[src/rtl/if_id_skid_buffer_if.sv]
// IF/ID handshake bundle: fetch-side offer, decode-side consume, flush and occupancy.
// The slave modport is the buffer itself; the master modport drives it (fetch + decode + EX).
interface if_id_skid_buffer_if #(
   parameter int ADDR_W  = 32,
   parameter int INSTR_W = 32
);
   logic               flush;
   logic               if_valid;
   logic [ADDR_W-1:0]  if_pc;
   logic [INSTR_W-1:0] if_instr;
   logic               if_ready;
   logic               id_valid;
   logic [ADDR_W-1:0]  id_pc;
   logic [INSTR_W-1:0] id_instr;
   logic               id_ready;
   logic [1:0]         occupancy;

   modport master (
      output flush, if_valid, if_pc, if_instr, id_ready,
      input  if_ready, id_valid, id_pc, id_instr, occupancy
   );

   modport slave (
      input  flush, if_valid, if_pc, if_instr, id_ready,
      output if_ready, id_valid, id_pc, id_instr, occupancy
   );
endinterface

[src/rtl/if_id_skid_buffer.sv]
// IF/ID two-entry skid buffer: 1-cycle latency into an empty buffer, strict FIFO order.
// if_ready drops only when both entries are live; flush empties the buffer in one cycle.
module if_id_skid_buffer #(
   parameter int ADDR_W  = 32,
   parameter int INSTR_W = 32
) (
   input  logic                 clk,
   input  logic                 rst,
   if_id_skid_buffer_if.slave   bus
);

   typedef enum logic [1:0] {
      EMPTY = 2'd0,
      ONE   = 2'd1,
      FULL  = 2'd2
   } state_t;

   state_t             r_state;
   logic [ADDR_W-1:0]  r_out_pc;
   logic [INSTR_W-1:0] r_out_instr;
   logic [ADDR_W-1:0]  r_skid_pc;
   logic [INSTR_W-1:0] r_skid_instr;

   // Handshake outputs decode the registered state only, so no input reaches if_ready.
   assign bus.if_ready  = (r_state != FULL);
   assign bus.id_valid  = (r_state != EMPTY);
   assign bus.occupancy = r_state;
   assign bus.id_pc     = r_out_pc;
   assign bus.id_instr  = r_out_instr;

   always_ff @(posedge clk or negedge rst) begin
      if (!rst) begin
         r_state      <= EMPTY;
         r_out_pc     <= '0;
         r_out_instr  <= '0;
         r_skid_pc    <= '0;
         r_skid_instr <= '0;
      end else if (bus.flush) begin
         // Only validity is cleared; the concurrent fetch word is dropped.
         r_state <= EMPTY;
      end else begin
         case (r_state)
            EMPTY: begin
               if (bus.if_valid) begin
                  r_out_pc    <= bus.if_pc;
                  r_out_instr <= bus.if_instr;
                  r_state     <= ONE;
               end
            end
            ONE: begin
               if (bus.if_valid && bus.id_ready) begin
                  r_out_pc    <= bus.if_pc;
                  r_out_instr <= bus.if_instr;
               end else if (bus.if_valid) begin
                  r_skid_pc    <= bus.if_pc;
                  r_skid_instr <= bus.if_instr;
                  r_state      <= FULL;
               end else if (bus.id_ready) begin
                  r_state <= EMPTY;
               end
            end
            FULL: begin
               if (bus.id_ready) begin
                  r_out_pc    <= r_skid_pc;
                  r_out_instr <= r_skid_instr;
                  r_state     <= ONE;
               end
            end
            default: r_state <= EMPTY;
         endcase
      end
   end

endmodule

[src/flat_wrapper.sv]
// flat-port wrapper written by rule: the top's interface ports become plain ports
module if_id_skid_buffer_flat 
#(
   parameter int ADDR_W  = 32,
   parameter int INSTR_W = 32
)
  (clk, rst, bus_flush, bus_if_valid, bus_if_pc, bus_if_instr, bus_id_ready, bus_if_ready, bus_id_valid, bus_id_pc, bus_id_instr, bus_occupancy);
  if_id_skid_buffer_if #(.ADDR_W(ADDR_W), .INSTR_W(INSTR_W)) bus_i ();
  input  logic clk;
  input  logic rst;
  input wire logic [$bits(bus_i.flush)-1:0] bus_flush;
  input wire logic [$bits(bus_i.if_valid)-1:0] bus_if_valid;
  input wire logic [$bits(bus_i.if_pc)-1:0] bus_if_pc;
  input wire logic [$bits(bus_i.if_instr)-1:0] bus_if_instr;
  input wire logic [$bits(bus_i.id_ready)-1:0] bus_id_ready;
  output wire logic [$bits(bus_i.if_ready)-1:0] bus_if_ready;
  output wire logic [$bits(bus_i.id_valid)-1:0] bus_id_valid;
  output wire logic [$bits(bus_i.id_pc)-1:0] bus_id_pc;
  output wire logic [$bits(bus_i.id_instr)-1:0] bus_id_instr;
  output wire logic [$bits(bus_i.occupancy)-1:0] bus_occupancy;
  assign bus_i.flush = bus_flush;
  assign bus_i.if_valid = bus_if_valid;
  assign bus_i.if_pc = bus_if_pc;
  assign bus_i.if_instr = bus_if_instr;
  assign bus_i.id_ready = bus_id_ready;
  assign bus_if_ready = bus_i.if_ready;
  assign bus_id_valid = bus_i.id_valid;
  assign bus_id_pc = bus_i.id_pc;
  assign bus_id_instr = bus_i.id_instr;
  assign bus_occupancy = bus_i.occupancy;
  if_id_skid_buffer #(.ADDR_W(ADDR_W), .INSTR_W(INSTR_W)) u_core (.clk(clk), .rst(rst), .bus(bus_i));
endmodule
[config.mk]
export PLATFORM = sky130hd
export DESIGN_NAME = if_id_skid_buffer_flat
export DESIGN_NICKNAME = d
export VERILOG_FILES = /design/src/rtl/if_id_skid_buffer_if.sv /design/src/rtl/if_id_skid_buffer.sv /design/src/flat_wrapper.sv
export SDC_FILE = /design/constraint.sdc
export NUM_CORES = 1
export LEC_CHECK = 0
export CORE_UTILIZATION = 54
export CTS_CLUSTER_SIZE = 10
export DETAILED_ROUTE_END_ITERATION = 8
export PLACE_DENSITY_LB_ADDON = 0.08
export REMOVE_ABC_BUFFERS = 1
export SLEW_MARGIN = 25
export SYNTH_ARGS = -nofsm -noshare
export SYNTH_HDL_FRONTEND = slang
export SYNTH_SLANG_ARGS = --single-unit
[constraint.sdc]
create_clock -name clk -period 2.48 [get_ports clk]
set_input_delay 0.496 -clock clk [delete_from_list [all_inputs] [get_ports clk]]
set_output_delay 0.496 -clock clk [all_outputs]
set_load 0.02 [all_outputs]
# Word level (Yosys, flattened, before mapping)
# Cells that the tools add are included.
dict set report word_totals {
  wordCells 39
  inputBits 69
  out_inout_bits 68
  regBits 130
}
dict set report classes {
  muxes 15
  n_eq_ne 10
  reduce_logical 7
  n_bitwise 2
}
# cell n
set ops {}
lappend ops {{2-to-1 mux 32 bit} 6}
lappend ops {{case mux 32 bit (3 select lines)} 2}
lappend ops {{2-to-1 mux 2 bit} 6}
lappend ops {{!= test 3 bit (second input constant)} 3}
lappend ops {{AND reduction 4 bit} 2}
lappend ops {{!= test 2 bit (second input constant)} 3}
lappend ops {{case mux 2 bit (3 select lines)} 1}
lappend ops {{AND reduction 5 bit} 1}
lappend ops {{!= test 4 bit (second input constant)} 1}
lappend ops {{nonzero test 3 bit} 1}
lappend ops {{== test 2 x 1 -> 1 bit (second input constant)} 1}
lappend ops {{== test 2 bit (second input constant)} 1}
lappend ops {{logical NOT 2 bit} 1}
lappend ops {{!= test 2 x 1 -> 1 bit (second input constant)} 1}
lappend ops {{NOT 1 bit} 2}
lappend ops {{nonzero test 2 bit} 1}
lappend ops {{logical AND 1 bit} 1}

# Longest topological paths before layout
dict set report depth {
  ltp_word 5
  ltp_mapped 7
  ltp_nobuf 5
}

# Worst setup path before layout
# No wires, ideal clock.
dict set report synth_path {
  kind {reg-to-reg}
  startpoint {reg u_core.r_state[1] (netlist: u_core.bus.occupancy[1])}
  endpoint {reg u_core.r_out_instr[0] (netlist: u_core.bus.id_instr[0])}
  setup_ns 0.125
  n_path_buf 1
  path_stages_with_launch 6
  t_arrival_ns 1.655
  synth_period_minus_slack_ns 1.780
  t_required_ns 2.355
  path_slack_ns 0.700
  cell_sequence {dfrtp_1 and2b_2 nand2b_1 a21oi_4 buf_6 mux2_2}
}
dict set report synth_between {
  elab_chain_len 3
  elab_cells_between_ends 9
  cone_classes {eq/ne (5); mux (1); reduce/logical (3)}
}
# element line
set synth_rtl {}
lappend synth_rtl {{from (decl)} if_id_skid_buffer.sv:18} ;# state_t r_state;
lappend synth_rtl {{from (signal assigned)} if_id_skid_buffer.sv:33} ;# r_state <= EMPTY;
lappend synth_rtl {{from (signal assigned)} if_id_skid_buffer.sv:40} ;# r_state <= EMPTY;
lappend synth_rtl {{from (signal assigned)} if_id_skid_buffer.sv:47} ;# r_state <= ONE;
lappend synth_rtl {{== test 2 x 1 -> 1 bit, or another cell as far along} if_id_skid_buffer.sv:42} ;# case (r_state)
lappend synth_rtl {{!= test 2 x 1 -> 1 bit (no source line), or another cell as far along} --}
lappend synth_rtl {{AND reduction 5 bit (no source line)} --}
lappend synth_rtl {{to (signal assigned)} if_id_skid_buffer.sv:46} ;# r_out_instr <= bus.if_instr;
lappend synth_rtl {{to (signal assigned)} if_id_skid_buffer.sv:53} ;# r_out_instr <= bus.if_instr;
lappend synth_rtl {{to (signal assigned)} if_id_skid_buffer.sv:65} ;# r_out_instr <= r_skid_instr;
lappend synth_rtl {{to (decl)} if_id_skid_buffer.sv:20} ;# logic [INSTR_W-1:0] r_out_instr;
# Several ways; a longest one is shown, not always the timed one.
# A chain may end at the register's enable or synchronous reset.

# Worst setup path after layout
dict set report layout_path {
  startpoint {reg u_core.r_state[0] (netlist: u_core.bus.occupancy[0])}
  endpoint {out bus_if_ready}
}
dict set report layout_between {
  elab_chain_len 1
}
# element line
set layout_rtl {}
lappend layout_rtl {{!= test 2 bit} if_id_skid_buffer.sv:25} ;# assign bus.if_ready = (r_state != FULL);
lappend layout_rtl {{to (decl)} flat_wrapper.sv:16} ;# output wire logic [$bits(bus_i.if_ready)-1:0] bus_if_ready;
# Every way passes these cells.

==> impl_metrics.prom <==
# TYPE chip_impl_metric gauge
chip_impl_info{name="run_status",value="completed"} 1
chip_impl_metric{name="finish.cell_count_without_fillers",unit=""} 777
chip_impl_metric{name="floorplan.initialDensity",unit=""} 0.556
chip_impl_metric{name="cts_h_tree_lvls",unit=""} 4
chip_impl_metric{name="final_worst_path_period_share",unit=""} 0.947
chip_impl_metric{name="share_seq_of_total_power",unit=""} 0.426
chip_impl_metric{name="sw_frac_of_total",unit=""} 0.272
chip_impl_metric{name="finalHoldViolCount",unit=""} 0
chip_impl_info{name="mostFrequentLayoutCells",value="194 x sky130_fd_sc_hd__nand2_1, 135 x sky130_fd_sc_hd__clkdlybuf4s50_1, 130 x sky130_fd_sc_hd__dfrtp_1, 123 x sky130_fd_sc_hd__mux2_2, 16 x sky130_fd_sc_hd__clkbuf_16"} 1
chip_impl_info{name="timing_worst_setup_path_type",value="register to primary output"} 1
chip_impl_metric{name="final_max_slew_viol_count",unit=""} 0
chip_impl_metric{name="worst_ep_required_time",unit="ns"} 1.98
chip_impl_metric{name="synth_enable_flop_cells",unit=""} 0
chip_impl_metric{name="netSwitchingPower",unit="mW"} 1.86
chip_impl_metric{name="post_route_cells_drive_above_1_share",unit=""} 0.273
chip_impl_metric{name="post_synth_num_cell_types",unit=""} 21
chip_impl_metric{name="leftover_overflow_at_the_end_of_global_routing",unit=""} 0
chip_impl_metric{name="multi_input_comb_area",unit="um^2"} 2290
chip_impl_metric{name="fraction_of_post_synthesis_cell_area_in_the_top_cell_type_by_area",unit=""} 0.570
chip_impl_metric{name="place_area",unit="um^2"} 7220
chip_impl_metric{name="worst_clock_skew",unit="ns"} 0.00800
chip_impl_metric{name="syn_area",unit="um^2"} 5710
chip_impl_metric{name="synth_cells",unit=""} 492
chip_impl_metric{name="number_of_antenna_violations_at_the_first_check_in_global_routing",unit=""} 0
chip_impl_info{name="end_kind",value="primary output"} 1
chip_impl_metric{name="post-route-drc-count",unit=""} 0
chip_impl_metric{name="layout.nets",unit=""} 699
chip_impl_metric{name="io-pin-count",unit=""} 137
chip_impl_metric{name="via_count_of_the_routed_design",unit=""} 4056
chip_impl_metric{name="place.detailed.instances",unit=""} 746
chip_impl_metric{name="drtAntennaViolNets",unit=""} 0
chip_impl_metric{name="cts_hold_buf",unit=""} 1
chip_impl_metric{name="drt_pass1_iterations",unit=""} 6
chip_impl_metric{name="gpl_congestion",unit=""} 0.756
chip_impl_metric{name="layout_min_cycle_time",unit="ns"} 2.35
chip_impl_metric{name="post_cts_resized",unit=""} 0
chip_impl_metric{name="asyncSetResetFlopFracSynth",unit=""} 1.00
chip_impl_metric{name="power.leakage",unit="nW"} 3.56
chip_impl_metric{name="finalWorstSetupSlack",unit="ns"} 0.132
chip_impl_info{name="ys_dominant_reg_cell",value="sky130_fd_sc_hd__dfrtp_1"} 1
chip_impl_metric{name="combinationalPowerShare",unit=""} 0.235
chip_impl_metric{name="cts_max_path_buffers",unit=""} 2
chip_impl_metric{name="timing.critical_path.arrival",unit="ns"} 1.85
chip_impl_metric{name="hold_ws",unit="ns"} 0.335
chip_impl_info{name="setup_repair_after_global_routing_missed_its_margin",value="false"} 1
chip_impl_metric{name="initialDrtViolationCount",unit=""} 172
chip_impl_metric{name="yosysWarnings",unit=""} 0
chip_impl_metric{name="cts_post_setup_buffers_inserted",unit=""} 0
chip_impl_info{name="cts-root-buf",value="sky130_fd_sc_hd__clkbuf_8"} 1
chip_impl_metric{name="maximum_resistive_drop_on_vdd",unit="mV"} 0.506
chip_impl_metric{name="detail_route.vias_per_cell",unit=""} 5.22
chip_impl_metric{name="max_clock_freq",unit="MHz"} 426
chip_impl_metric{name="clk_latency",unit="ns"} 0.50
chip_impl_metric{name="yosysSeqAreaShare",unit=""} 0.570
chip_impl_metric{name="dieArea",unit="um^2"} 11000
chip_impl_metric{name="postSynthRegisterBits",unit=""} 130
chip_impl_metric{name="n_antenna_cell",unit=""} 0
chip_impl_metric{name="clk_pin_slew",unit="ns"} 0.06
chip_impl_info{name="cts_tree",value="yes"} 1
chip_impl_metric{name="cap_viol_max_count",unit=""} 0
chip_impl_metric{name="synth_area_per_cell",unit="um^2"} 11.6
chip_impl_info{name="synth.largest_area_cell",value="sky130_fd_sc_hd__dfrtp_1"} 1
chip_impl_metric{name="die-height",unit="um"} 105
chip_impl_metric{name="fp.dieW",unit="um"} 105
chip_impl_metric{name="setup_total_negative_slack",unit="ns"} 0
chip_impl_metric{name="site_rows",unit=""} 37
chip_impl_metric{name="cts_buffers",unit=""} 17
chip_impl_metric{name="totalWireLength",unit="um"} 12500
chip_impl_metric{name="powerDensity",unit="nW/um^2"} 880
chip_impl_metric{name="setup_viol",unit=""} 0
chip_impl_metric{name="first_pass_grt_wire_length",unit="um"} 21300
chip_impl_info{name="start_kind",value="register"} 1
chip_impl_metric{name="fin_total_pwr",unit="mW"} 6.85
chip_impl_metric{name="clkSinkCount",unit=""} 130
chip_impl_metric{name="area_delta_synth_final",unit="%"} 36.4
chip_impl_metric{name="core-area",unit="um^2"} 10300
chip_impl_metric{name="nFillCells",unit=""} 734
chip_impl_metric{name="slew_headroom",unit=""} 0.519
chip_impl_metric{name="worst-path-max-fanout",unit=""} 6
chip_impl_metric{name="worst-slew-pin-transition",unit="ns"} 0.722
chip_impl_metric{name="place_hpwl",unit="um"} 8160
chip_impl_metric{name="finalCoreUtilization",unit=""} 0.758
chip_impl_info{name="hp-class",value="input port to asynchronous set/reset pin"} 1
chip_impl_metric{name="post-place-ws",unit="ns"} 0.146
chip_impl_metric{name="flop_to_flop_setup_slack",unit="ns"} 0.65
chip_impl_metric{name="cell_internal_pwr",unit="mW"} 4.99
chip_impl_metric{name="first_global_vias",unit=""} 4350
chip_impl_metric{name="seqCellArea",unit="um^2"} 3250
chip_impl_metric{name="grt_max_degree",unit=""} 68
chip_impl_info{name="synth.top_cells.by_area",value="sky130_fd_sc_hd__dfrtp_1 57%, sky130_fd_sc_hd__mux2_2 24%, sky130_fd_sc_hd__nand2_1 13%, sky130_fd_sc_hd__mux2_4 1.3%, sky130_fd_sc_hd__buf_6 0.99%"} 1
chip_impl_metric{name="power.clock.fraction",unit=""} 0.338
chip_impl_metric{name="routed_wire_length_per_instance",unit="um"} 16.0
chip_impl_metric{name="post-route-cell-area",unit="um^2"} 7790
chip_impl_info{name="leading_cell_type_in_the_layout_fill_and_taps_excluded",value="sky130_fd_sc_hd__nand2_1"} 1
chip_impl_metric{name="groute.usage.overall",unit=""} 0.247
chip_impl_metric{name="place.port_buffers",unit=""} 136
## synth_stat cells (3+ instances only)
master / n
sky130_fd_sc_hd__buf_4: 5
sky130_fd_sc_hd__nand2_1: 194
sky130_fd_sc_hd__buf_2: 5
sky130_fd_sc_hd__mux2_4: 5
sky130_fd_sc_hd__dfrtp_1: 130
sky130_fd_sc_hd__buf_6: 5
sky130_fd_sc_hd__nor2_1: 3
sky130_fd_sc_hd__buf_1: 3
sky130_fd_sc_hd__clkbuf_1: 8
sky130_fd_sc_hd__mux2_2: 123
## metal layers
metal	routed length (um)	global-route usage	vias up
li1	-	-	1896
met1	5270	0.312	2046
met2	6360	0.427	105
met3	720	0.0593	9
met4	110	0.0654	0
met5	0	0	-
## cells by family after synthesis
group / count (synthesis) / synth area share
DFF: 130 / 0.570
buffers and inverters: 28 / 0.0313
muxes: 129 / 0.258
AOI/OAI and AO/OA: 3 / 0.00570
and+or+nand+nor: 202 / 0.136
## power by group through the flow
| stage | Sequential (mW) | Combinational, mW | Clock, mW |
|---|---|---|---|
| floorplan | 3.16 | 0.606 | 0 |
| global placement | 2.92 | 1.57 | 0 |
| detailed placement | 2.95 | 1.63 | 0 |
| CTS | 2.92 | 1.64 | 2.35 |
| global route | 2.98 | 1.73 | 2.46 |
| finish | 2.92 | 1.61 | 2.32 |
## final cells by class
type                       instances  share of cell area
clock inverter                    13              0.0178
clock buffer                      17              0.0532
multi-input combinational        334               0.295
timing repair buffer             146               0.194
tap                              136              0.0219
sequential                       130               0.418
inverter                           1            0.000482
## registers in the layout, summed over array words and instances (netlist names)
register              flops
u_core.bus.id_instr      32
u_core.bus.id_pc         32
u_core.r_skid_instr      32
u_core.r_skid_pc         32
u_core.bus.occupancy      2
## path summary, 6_finish.rpt
| kind | from | endpoint | cells past startpoint |
|---|---|---|---|
| worst min register to register | u_core.bus.id_instr[10] | u_core.bus.id_instr[10] | 1 |
| worst min-delay path | rst | u_core.r_skid_instr[24] | 2 |
| worst max register to register | u_core.bus.occupancy[0] | u_core.bus.id_pc[9] | 6 |
| worst max-delay path | u_core.bus.occupancy[0] | bus_if_ready | 3 |
| min in group clk | u_core.bus.id_instr[10] | u_core.bus.id_instr[10] | 1 |
| max in group asynchronous | rst | u_core.bus.id_pc[24] | 3 |
## critical path: stages (launching register included)
cell and delay (ns):
sky130_fd_sc_hd__dfrtp_1 0.48, sky130_fd_sc_hd__nor2b_4 0.24, sky130_fd_sc_hd__inv_2 0.09, sky130_fd_sc_hd__clkdlybuf4s50_1 0.55
Power figures use the tool's default switching activity.
